$ cat config.mk
export PLATFORM = sky130hd
export DESIGN_NAME = conv_window_sequencer_flat
export DESIGN_NICKNAME = d
export VERILOG_FILES = /design/src/rtl/conv_window_sequencer_if.sv /design/src/rtl/conv_window_sequencer.sv /design/src/flat_wrapper.sv
export SDC_FILE = /design/constraint.sdc
export NUM_CORES = 1
export LEC_CHECK = 0
export BUFFER_PORTS_ARGS = -buffer_cell sky130_fd_sc_hd__buf_2
export CORE_AREA = 10 10 92 94
export DETAILED_ROUTE_END_ITERATION = 12
export DIE_AREA = 0 0 102 104
export PLACE_DENSITY_LB_ADDON = 0.2
export SLEW_MARGIN = 20
export SYNTH_ARGS = -nofsm -noshare
export SYNTH_HDL_FRONTEND = slang
export SYNTH_SLANG_ARGS = --single-unit
$ cat constraint.sdc
create_clock -name clk -period 3.8 [get_ports clk]
set_input_delay 0.38 -clock clk [delete_from_list [all_inputs] [get_ports clk]]
set_output_delay 0.38 -clock clk [all_outputs]
set_load 0.05 [all_outputs]
$ cat src/rtl/conv_window_sequencer_if.sv
// conv_window_sequencer_if: pixel-stream, line-buffer control and window qualifier bundle (err_sof_abort with CONV_SEQ_ERR_EN)
interface conv_window_sequencer_if #(parameter int CW = 8);
  logic sof, input_valid, cfg_stride2, cfg_pad;
  logic in_ready, load, zero_fill, busy, output_valid, last_win;
  logic [8:0] is_pad;
  logic [CW-1:0] cx, cy;
`ifdef CONV_SEQ_ERR_EN
  logic err_sof_abort;
`endif
  modport master(
    output sof, input_valid, cfg_stride2, cfg_pad,
    input in_ready, load, zero_fill, busy, output_valid, is_pad, cx, cy, last_win
`ifdef CONV_SEQ_ERR_EN
    , input err_sof_abort
`endif
  );
  modport slave(
    input sof, input_valid, cfg_stride2, cfg_pad,
    output in_ready, load, zero_fill, busy, output_valid, is_pad, cx, cy, last_win
`ifdef CONV_SEQ_ERR_EN
    , output err_sof_abort
`endif
  );
endinterface

$ cat src/rtl/conv_window_sequencer.sv
// conv_window_sequencer: 3x3 line-buffer shift/flush sequencer with runtime stride/pad window qualification
// Optional sticky err_sof_abort output when CONV_SEQ_ERR_EN is defined.
module conv_window_sequencer #(
  parameter int IMG_W = 8,
  parameter int IMG_H = 8,
  parameter int CW = 8
) (
  input logic clk,
  input logic rst,
  conv_window_sequencer_if.slave bus
);
  localparam int NPIX = IMG_W * IMG_H;
  localparam int SW = $clog2(NPIX + IMG_W + 2);
  localparam int YW = CW + 2;
  localparam logic [CW-1:0] XMAX = CW'(IMG_W - 1);
  localparam logic [CW-1:0] LX0 = CW'(IMG_W - 2);
  localparam logic [CW-1:0] LX1 = CW'((((IMG_W - 2) % 2) == 1) ? IMG_W - 2 : IMG_W - 3);
  localparam logic [CW-1:0] LX2 = CW'(IMG_W - 1);
  localparam logic [CW-1:0] LX3 = CW'((((IMG_W - 1) % 2) == 0) ? IMG_W - 1 : IMG_W - 2);
  localparam logic signed [YW-1:0] YMAX = YW'(IMG_H - 1);
  localparam logic signed [YW-1:0] YMAX1 = YW'(IMG_H - 2);
  localparam logic signed [YW-1:0] YINIT = YW'(-2);
  localparam logic signed [YW-1:0] Y0 = YW'(0);
  localparam logic signed [YW-1:0] Y1 = YW'(1);
  localparam logic signed [YW-1:0] LY0 = YW'(IMG_H - 2);
  localparam logic signed [YW-1:0] LY1 = YW'((((IMG_H - 2) % 2) == 1) ? IMG_H - 2 : IMG_H - 3);
  localparam logic signed [YW-1:0] LY2 = YW'(IMG_H - 1);
  localparam logic signed [YW-1:0] LY3 = YW'((((IMG_H - 1) % 2) == 0) ? IMG_H - 1 : IMG_H - 2);

  typedef enum logic [1:0] {IDLE, ACTIVE, FLUSH} state_t;
  state_t state, state_n;
  logic [SW-1:0] s, cs;
  logic [CW-1:0] wx, ccx, nx, lx;
  logic signed [YW-1:0] wy, ccy, ny, ly;
  logic stride2, pad, accept, sof_acc, x_ok, y_ok, grid, win, at_last, flush_done;
  logic top, bot, lft, rgt;
  logic [8:0] pad_mask;

  assign bus.in_ready = state != FLUSH;
  assign bus.zero_fill = state == FLUSH;
  assign bus.busy = state == FLUSH;
  assign sof_acc = bus.input_valid && bus.sof && state != FLUSH;
  assign accept = bus.input_valid && state != FLUSH && (state == ACTIVE || bus.sof);
  assign bus.load = accept || state == FLUSH;

  // (wx,wy) is the centre completed by the next shift; a new frame starts at (IMG_W-1,-2)
  always_comb begin
    cs = sof_acc ? '0 : s;
    ccx = sof_acc ? XMAX : wx;
    ccy = sof_acc ? YINIT : wy;
    nx = (ccx == XMAX) ? '0 : ccx + 1'b1;
    ny = (ccx == XMAX) ? ccy + 1'b1 : ccy;
    x_ok = pad || (ccx != '0 && ccx != XMAX);
    y_ok = pad ? (ccy >= Y0 && ccy <= YMAX) : (ccy >= Y1 && ccy <= YMAX1);
    grid = !stride2 || (ccx[0] == !pad && ccy[0] == !pad);
    win = x_ok && y_ok && grid;
    lx = pad ? (stride2 ? LX3 : LX2) : (stride2 ? LX1 : LX0);
    ly = pad ? (stride2 ? LY3 : LY2) : (stride2 ? LY1 : LY0);
    top = ccy == Y0;
    bot = ccy == YMAX;
    lft = ccx == '0;
    rgt = ccx == XMAX;
    pad_mask = pad ? {bot | rgt, bot, bot | lft, rgt, 1'b0, lft, top | rgt, top, top | lft} : 9'h000;
    at_last = cs == SW'(NPIX - 1);
    flush_done = s == SW'(NPIX + IMG_W);
    state_n = state;
    if (state == FLUSH) state_n = flush_done ? IDLE : FLUSH;
    else if (accept) state_n = at_last ? (pad ? FLUSH : IDLE) : ACTIVE;
  end

  always_ff @(posedge clk) begin
    if (rst) begin
      state <= IDLE;
      s <= '0;
      wx <= '0;
      wy <= '0;
      stride2 <= 1'b0;
      pad <= 1'b0;
      bus.output_valid <= 1'b0;
      bus.is_pad <= '0;
      bus.cx <= '0;
      bus.cy <= '0;
      bus.last_win <= 1'b0;
    end else begin
      state <= state_n;
      if (sof_acc) begin
        stride2 <= bus.cfg_stride2;
        pad <= bus.cfg_pad;
      end
      if (bus.load) begin
        s <= cs + 1'b1;
        wx <= nx;
        wy <= ny;
      end
      bus.output_valid <= bus.load && win;
      if (bus.load && win) begin
        bus.is_pad <= pad_mask;
        bus.cx <= ccx;
        bus.cy <= ccy[CW-1:0];
        bus.last_win <= ccx == lx && ccy == ly;
      end
    end
  end

`ifdef CONV_SEQ_ERR_EN
  always_ff @(posedge clk) begin
    if (rst) bus.err_sof_abort <= 1'b0;
    else if ((sof_acc && state == ACTIVE && s != '0) || (state == FLUSH && bus.sof && bus.input_valid))
      bus.err_sof_abort <= 1'b1;
  end
`endif
endmodule

$ cat src/flat_wrapper.sv
// flat-port wrapper written by rule: the top's interface ports become plain ports
module conv_window_sequencer_flat 
#(
  parameter int IMG_W = 8,
  parameter int IMG_H = 8,
  parameter int CW = 8
)
  (clk, rst, bus_sof, bus_input_valid, bus_cfg_stride2, bus_cfg_pad, bus_in_ready, bus_load, bus_zero_fill, bus_busy, bus_output_valid, bus_is_pad, bus_cx, bus_cy, bus_last_win);
  conv_window_sequencer_if #(.CW(CW)) bus_i ();
  input logic clk;
  input logic rst;
  input wire logic [$bits(bus_i.sof)-1:0] bus_sof;
  input wire logic [$bits(bus_i.input_valid)-1:0] bus_input_valid;
  input wire logic [$bits(bus_i.cfg_stride2)-1:0] bus_cfg_stride2;
  input wire logic [$bits(bus_i.cfg_pad)-1:0] bus_cfg_pad;
  output wire logic [$bits(bus_i.in_ready)-1:0] bus_in_ready;
  output wire logic [$bits(bus_i.load)-1:0] bus_load;
  output wire logic [$bits(bus_i.zero_fill)-1:0] bus_zero_fill;
  output wire logic [$bits(bus_i.busy)-1:0] bus_busy;
  output wire logic [$bits(bus_i.output_valid)-1:0] bus_output_valid;
  output wire logic [$bits(bus_i.is_pad)-1:0] bus_is_pad;
  output wire logic [$bits(bus_i.cx)-1:0] bus_cx;
  output wire logic [$bits(bus_i.cy)-1:0] bus_cy;
  output wire logic [$bits(bus_i.last_win)-1:0] bus_last_win;
  assign bus_i.sof = bus_sof;
  assign bus_i.input_valid = bus_input_valid;
  assign bus_i.cfg_stride2 = bus_cfg_stride2;
  assign bus_i.cfg_pad = bus_cfg_pad;
  assign bus_in_ready = bus_i.in_ready;
  assign bus_load = bus_i.load;
  assign bus_zero_fill = bus_i.zero_fill;
  assign bus_busy = bus_i.busy;
  assign bus_output_valid = bus_i.output_valid;
  assign bus_is_pad = bus_i.is_pad;
  assign bus_cx = bus_i.cx;
  assign bus_cy = bus_i.cy;
  assign bus_last_win = bus_i.last_win;
  conv_window_sequencer #(.IMG_W(IMG_W), .IMG_H(IMG_H), .CW(CW)) u_core (.clk(clk), .rst(rst), .bus(bus_i));
endmodule
==> reports/qor.yml, run 1 <==
hold_class: "in2reg"
drt_iter0_markers: 147
reg2reg_to: "u_core.bus.cx[4]"
drv_cap: 0
layout_commonest_cell: "dfxtp_1"
cp-end-kind: "flop"
sw_frac_of_total_pct: 30.1
cts.repair.resized: 0
die-width_um: 102
setup_viol: 0
yosysSeqAreaShare_pct: 38.2
r2r_start: "u_core.state[0]"
row_count: 30
grt_antenna_before_repair: 0
setup_slack_ps: 561
initial_utilization_pct: 43.1
grt_pass1_wl_mm: 11.3
period_needed_ps: 3240
ir_drop_uv: 204
clock_path_buffers: 2
slew_headroom_pct: 47.7
skew_ps: 9.57
startpoint: "u_core.state[0]"
crit_path_max_fanout: 8
max_freq_mhz: 309
ys_ff_latch: 55
synth_cells: 341
post-route-drc-count: 0
cts-buffers-inserted: 5
path_class: "reg2reg"
drt-vias-per-instance: 5.54
synth-edff-count: 0
post-route-period-util_pct: 85.2
gp_congestion: 0.897
arrival_ps: 3440
cp-endpoint: "u_core.bus.cx[4]"
grt_pass1_vias: 2207
diodes: 0
syn-num-nets: 356
finalInstanceArea_um2: 3180
core_um2: 6680
cts-root-buf: "clkbuf_8"
clockPowerShare_pct: 33.9
dpl-instance-area_um2: 3040
grtUsageTotal_pct: 12.7
clk-insertion-delay-late_ps: 320
clk_pin_slew_worst_paths_ps: 100
cts_hold_buf: 0
combPwrFrac_pct: 20.1
cts_sinks: 55
power_mw: 1.36
fin_nets: 384
yosys_warnings: 0
wl_mm: 6.81
seq_power_share_pct: 46.1
io_buffers: 35
cts_tree: "yes"
num_vias: 2492
cts_setup_buffers: 0
dp_hpwl_mm: 4.90
htree_levels: 2
status: "complete, no violations"
cp-start-kind: "flop"
dr.pass1.iters: 4
finalHoldViolCount: 0
tightest_slew_ps: 785
routedWlPerCell_um: 15.1
netlist-cell-type-count: 61
grt_max_degree: 30
ios: 37
p_int_uw: 948
p_leak_nw: 1.28
async_reset_ff_share_pct: 0
dpl_worst_slack_ps: 598
r2r_setup_slack_ps: 560
drive_above_1_share_pct: 19.2
syn_to_final_growth_pct: 10.3
die-height_um: 104
synth.avg_cell_area_um2: 8.44
cp.required_ps: 4010
ant_nets: 0
rsz0062_at_grt: "false"
p_sw_uw: 409
power.density_nw_per_um2: 427
grt_overflow: 0
die_area_um2: 10600
slew_violations: 0
synth_area_um2: 2880
finalSetupTns_ps: 0
reg2reg_depth: 11
final_cell_mix: "dfxtp_1 (55), a21oi_1 (37), nand2_1 (36)"
synth_ff_type: "dfxtp_1"
cell families after synthesis:
group | share of synthesized area (%)
buf+inv | 7.65
fa+ha+maj | 3.91
mux | 0.348
simple gates | 25.3
compound gates | 21.7
xor+xnor | 2.74
flops | 38.2
other cells | 0.130
cells in the mapped netlist (3+ instances only):
cell type  number  area share, %
a211oi_1        4            1.0
a21oi_1        37            6.4
a221o_1         4            1.4
a311oi_1        6            1.8
a31oi_1         3           0.65
and2_1          9            2.0
and3_1          6            1.3
buf_4           3           0.78
buf_6           3            1.2
clkbuf_1        9            1.2
clkbuf_8        6            2.9
dfxtp_1        55             38
ha_1            9            3.9
inv_1          10            1.3
nand2_1        36            4.7
nand2b_1        3           0.65
nand3_1        14            2.4
nand4_1         5            1.1
nor2_1         30            3.9
nor3_1         10            1.7
o21ai_0        18            3.1
xnor2_1         3           0.91
xor2_1          6            1.8
per-layer routing:
metal  part of all wire, %  track usage (%)  wire (um)  vias to the layer above
met5                     0                0          0                        -
met4                   1.1             2.82         72                        0
met3                   7.3             4.45        495                        6
met2                    43             17.4       2900                       49
met1                    49             18.3       3350                     1163
li1                      -                -          -                     1274
worst min-delay path by stage:
stage / slack, ps / startpoint / cells after the start / endpoint
final: 290 / bus_cfg_stride2 / 3 / u_core.stride2
after global routing: 310 / bus_cfg_pad / 3 / u_core.pad
after CTS: 290 / bus_cfg_stride2 / 3 / u_core.stride2
after detailed placement: 440 / u_core.bus.cy[4] / 1 / u_core.bus.cy[4]
after global placement: 440 / u_core.bus.cy[5] / 1 / u_core.bus.cy[5]
after floorplan: 450 / u_core.stride2 / 2 / u_core.stride2
critical path, cell delays in order, from the launching register on:
cell,delay [ps]
dfxtp_1,350
nand2b_1,260
inv_1,170
o21ai_0,560
inv_1,230
ha_1,250
or2b_2,280
o32ai_1,230
buf_4,190
nor3_1,60
nor4b_2,210
a221o_2,350
registers in the layout, summed over array words and instances (netlist names):
name and cells:
u_core.stride2 1, u_core.wx 8, u_core.bus.last_win 1, u_core.bus.output_valid 1, u_core.pad 1, u_core.state 2
u_core.bus.cy 8, u_core.wy 10, u_core.bus.cx 8, u_core.s 7, u_core.bus.is_pad 8
per-stage QoR:
step	util [%]	instances	hold slack, ps
finish	47.5	450	290
global route	47.5	450	308
CTS	47.5	450	290
detailed placement	45.5	442	441
global placement	45.5	442	439
floorplan	-	341	449
power groups by stage:
stage / clock network [mW] / registers, mW / logic, mW
global placement: 0 / 0.637 / 0.274
detailed placement: 0 / 0.638 / 0.272
global route: 0.492 / 0.630 / 0.303
CTS: 0.472 / 0.625 / 0.273
finish: 0.460 / 0.625 / 0.272
floorplan: 0 / 0.644 / 0.214
layout make-up:
cell class / instances / area, um2
multi-input combinational: 253 / 1560
clock inverter: 3 / 67.6
sequential: 55 / 1100
clock buffer: 5 / 68.8
timing repair buffer: 44 / 243
fill: 670 / 3510
tap: 80 / 100
inverter: 10 / 37.5
Power figures use the tool's default switching activity.
==> run 2: changes to the inputs <==
==> constraint.sdc (replaced) <==
create_clock -name clk -period 3.8 [get_ports clk]
set_input_delay 0.57 -clock clk [delete_from_list [all_inputs] [get_ports clk]]
set_output_delay 0.57 -clock clk [all_outputs]
set_load 0.05 [all_outputs]
==> run 2 against run 1 <==
Net effect: sequential power barely moved; highest routed layer unchanged; utilization is 0.30 points lower; via count is 0.96% higher; die area unchanged; cell count unchanged.
==> reports/qor.yml, run 2 (synthesized netlist as in run 1, its figures left out) <==
status: "complete, no violations"  # unchanged
grt_overflow: 0  # unchanged
skew_ps: 13.0  # was 9.57 ps
grt_pass1_vias: 2361  # was 2207
num_vias: 2516  # was 2492
grtUsageTotal_pct: 12.9  # was 12.7%
clk-insertion-delay-late_ps: 320  # about the same
diodes: 0  # unchanged
gr-usage-met1_pct: 17.5  # was 18.3%
cts-root-buf: "clkbuf_8"  # unchanged
r2r_start: "u_core.state[0]"  # unchanged
slew_headroom_pct: 53.1  # was 47.7%
regMostFlops: "u_core.wy"  # unchanged
startpoint: "u_core.state[0]"  # unchanged
reg2reg_to: "u_core.bus.cx[4]"  # unchanged
syn_to_final_growth_pct: 9.60  # was 10.3%
finalSetupTns_ps: 0  # unchanged
p_leak_nw: 1.27  # was 1.28 nW
met3_usage_pct: 3.26  # was 4.45%
reg2reg_depth: 11  # unchanged
hold_class: "reg2reg"  # was in2reg
final_cell_mix: "dfxtp_1 (55), a21oi_1 (37), nand2_1 (36)"  # unchanged
io_buffers: 35  # unchanged
ant_nets: 0  # unchanged
grt_use_met2_pct: 19.6  # was 17.4%
dp_cells: 442  # unchanged
final_cells: 450  # unchanged
clk_pin_slew_worst_paths_ps: 110  # was 100 ps
grt_max_degree: 31  # was 30
max_freq_mhz: 305  # was 309 MHz
power_mw: 1.30  # was 1.36 mW
wl_mm: 6.83  # was 6.81 mm
dpl-instance-area_um2: 3040  # unchanged
setup_viol: 0  # unchanged
cts-buffers-inserted: 5  # unchanged
finalInstanceArea_um2: 3160  # was 3180 um2
tightest_slew_ps: 703  # was 785 ps
cts_tree: "yes"  # unchanged
slew_violations: 0  # unchanged
routedWlPerCell_um: 15.2  # was 15.1 um
ir_drop_uv: 205  # was 204 uV
dp_hpwl_mm: 4.98  # was 4.90 mm
dr.pass1.iters: 4  # unchanged
dpl_worst_slack_ps: 571  # was 598 ps
post-route-drc-count: 0  # unchanged
drt-vias-per-instance: 5.59  # was 5.54
period_needed_ps: 3280  # was 3240 ps
top_usage_layer: "met2"  # was met1
cts.repair.resized: 0  # unchanged
post-route-period-util_pct: 86.4  # was 85.2%
largest_reg_flops: 10  # unchanged
drv_cap: 0  # unchanged
ios: 37  # unchanged
path_class: "reg2reg"  # unchanged
rsz0062_at_grt: "false"  # unchanged
n_fill_cell: 677  # was 670
setup_slack_ps: 519  # was 561 ps
core_um2: 6680  # unchanged
crit_path_max_fanout: 8  # unchanged
cts_setup_buffers: 0  # unchanged
drt_iter0_markers: 122  # was 147
fin_nets: 384  # unchanged
row_count: 30  # unchanged
holdWs_ps: 463  # was 290 ps
cp-endpoint: "u_core.bus.cx[4]"  # unchanged
finalHoldViolCount: 0  # unchanged
power.density_nw_per_um2: 414  # was 427 nW/um2
gp_congestion: 0.843  # was 0.897
cts_sinks: 55  # unchanged
layout_commonest_cell: "dfxtp_1"  # unchanged
cp-start-kind: "flop"  # unchanged
arrival_ps: 3490  # was 3440 ps
htree_levels: 2  # unchanged
r2r_setup_slack_ps: 520  # was 560 ps
die-width_um: 102  # unchanged
die_area_um2: 10600  # unchanged
drive_above_1_share_pct: 19.2  # unchanged
cp.required_ps: 4010  # about the same
initial_utilization_pct: 43.1  # unchanged
die-height_um: 104  # unchanged
clock_path_buffers: 2  # unchanged
cts_hold_buf: 0  # unchanged
grt_pass1_wl_mm: 11.5  # was 11.3 mm
grt_antenna_before_repair: 0  # unchanged
cp-end-kind: "flop"  # unchanged
final_core_util_pct: 47.2  # was 47.5%
-- run 2: cell count changes in the layout (fill, tap and decap cells not counted) --
cell,change
inv_6,+1
bufinv_16,-1
clkinv_4,+1
clkinvlp_4,-1
-- run 2: power breakdown --
part	internal [mW]	switching, mW
sequential	0.600	0.0257
combinational	0.0852	0.187
clock	0.200	0.207
-- run 2: worst max-delay path, stage by stage, from the launching register on --
cell and delay, ps:
dfxtp_1 350, nand2b_1 270, inv_1 180, o21ai_0 570, inv_1 240, ha_1 250, or2b_2 280, o32ai_1 220
buf_4 180, nor3_1 60, nor4b_2 210, a221o_2 360
-- run 2: area by class of cell --
cell class / instances / area [um2] / area share (%)
clock inverter: 3 / 47.5 / 1.51
inverter: 10 / 37.5 / 1.19
sequential: 55 / 1100 / 34.9
timing repair buffer: 44 / 243 / 7.69
clock buffer: 5 / 68.8 / 2.18
multi-input combinational: 253 / 1560 / 49.4
tap: 80 / 100 / 3.17
-- run 2: worst min-delay path by stage --
stage / to / depth (start not counted) / startpoint / slack [ps]
floorplan: u_core.stride2 / 2 / u_core.stride2 / 450
global placement: u_core.bus.cy[5] / 1 / u_core.bus.cy[5] / 440
detailed placement: u_core.bus.cy[5] / 1 / u_core.bus.cy[5] / 440
CTS: u_core.bus.cy[5] / 1 / u_core.bus.cy[5] / 470
global route: u_core.bus.cy[3] / 1 / u_core.bus.cy[3] / 490
finish: u_core.bus.cy[6] / 1 / u_core.bus.cy[6] / 460
-- run 2: metal layers --
layer	part of all wire (%)	vias to the layer above
met3	5.7	7
li1	-	1273
met5	0	-
met4	1.0	0
met1	50	1179
met2	43	57
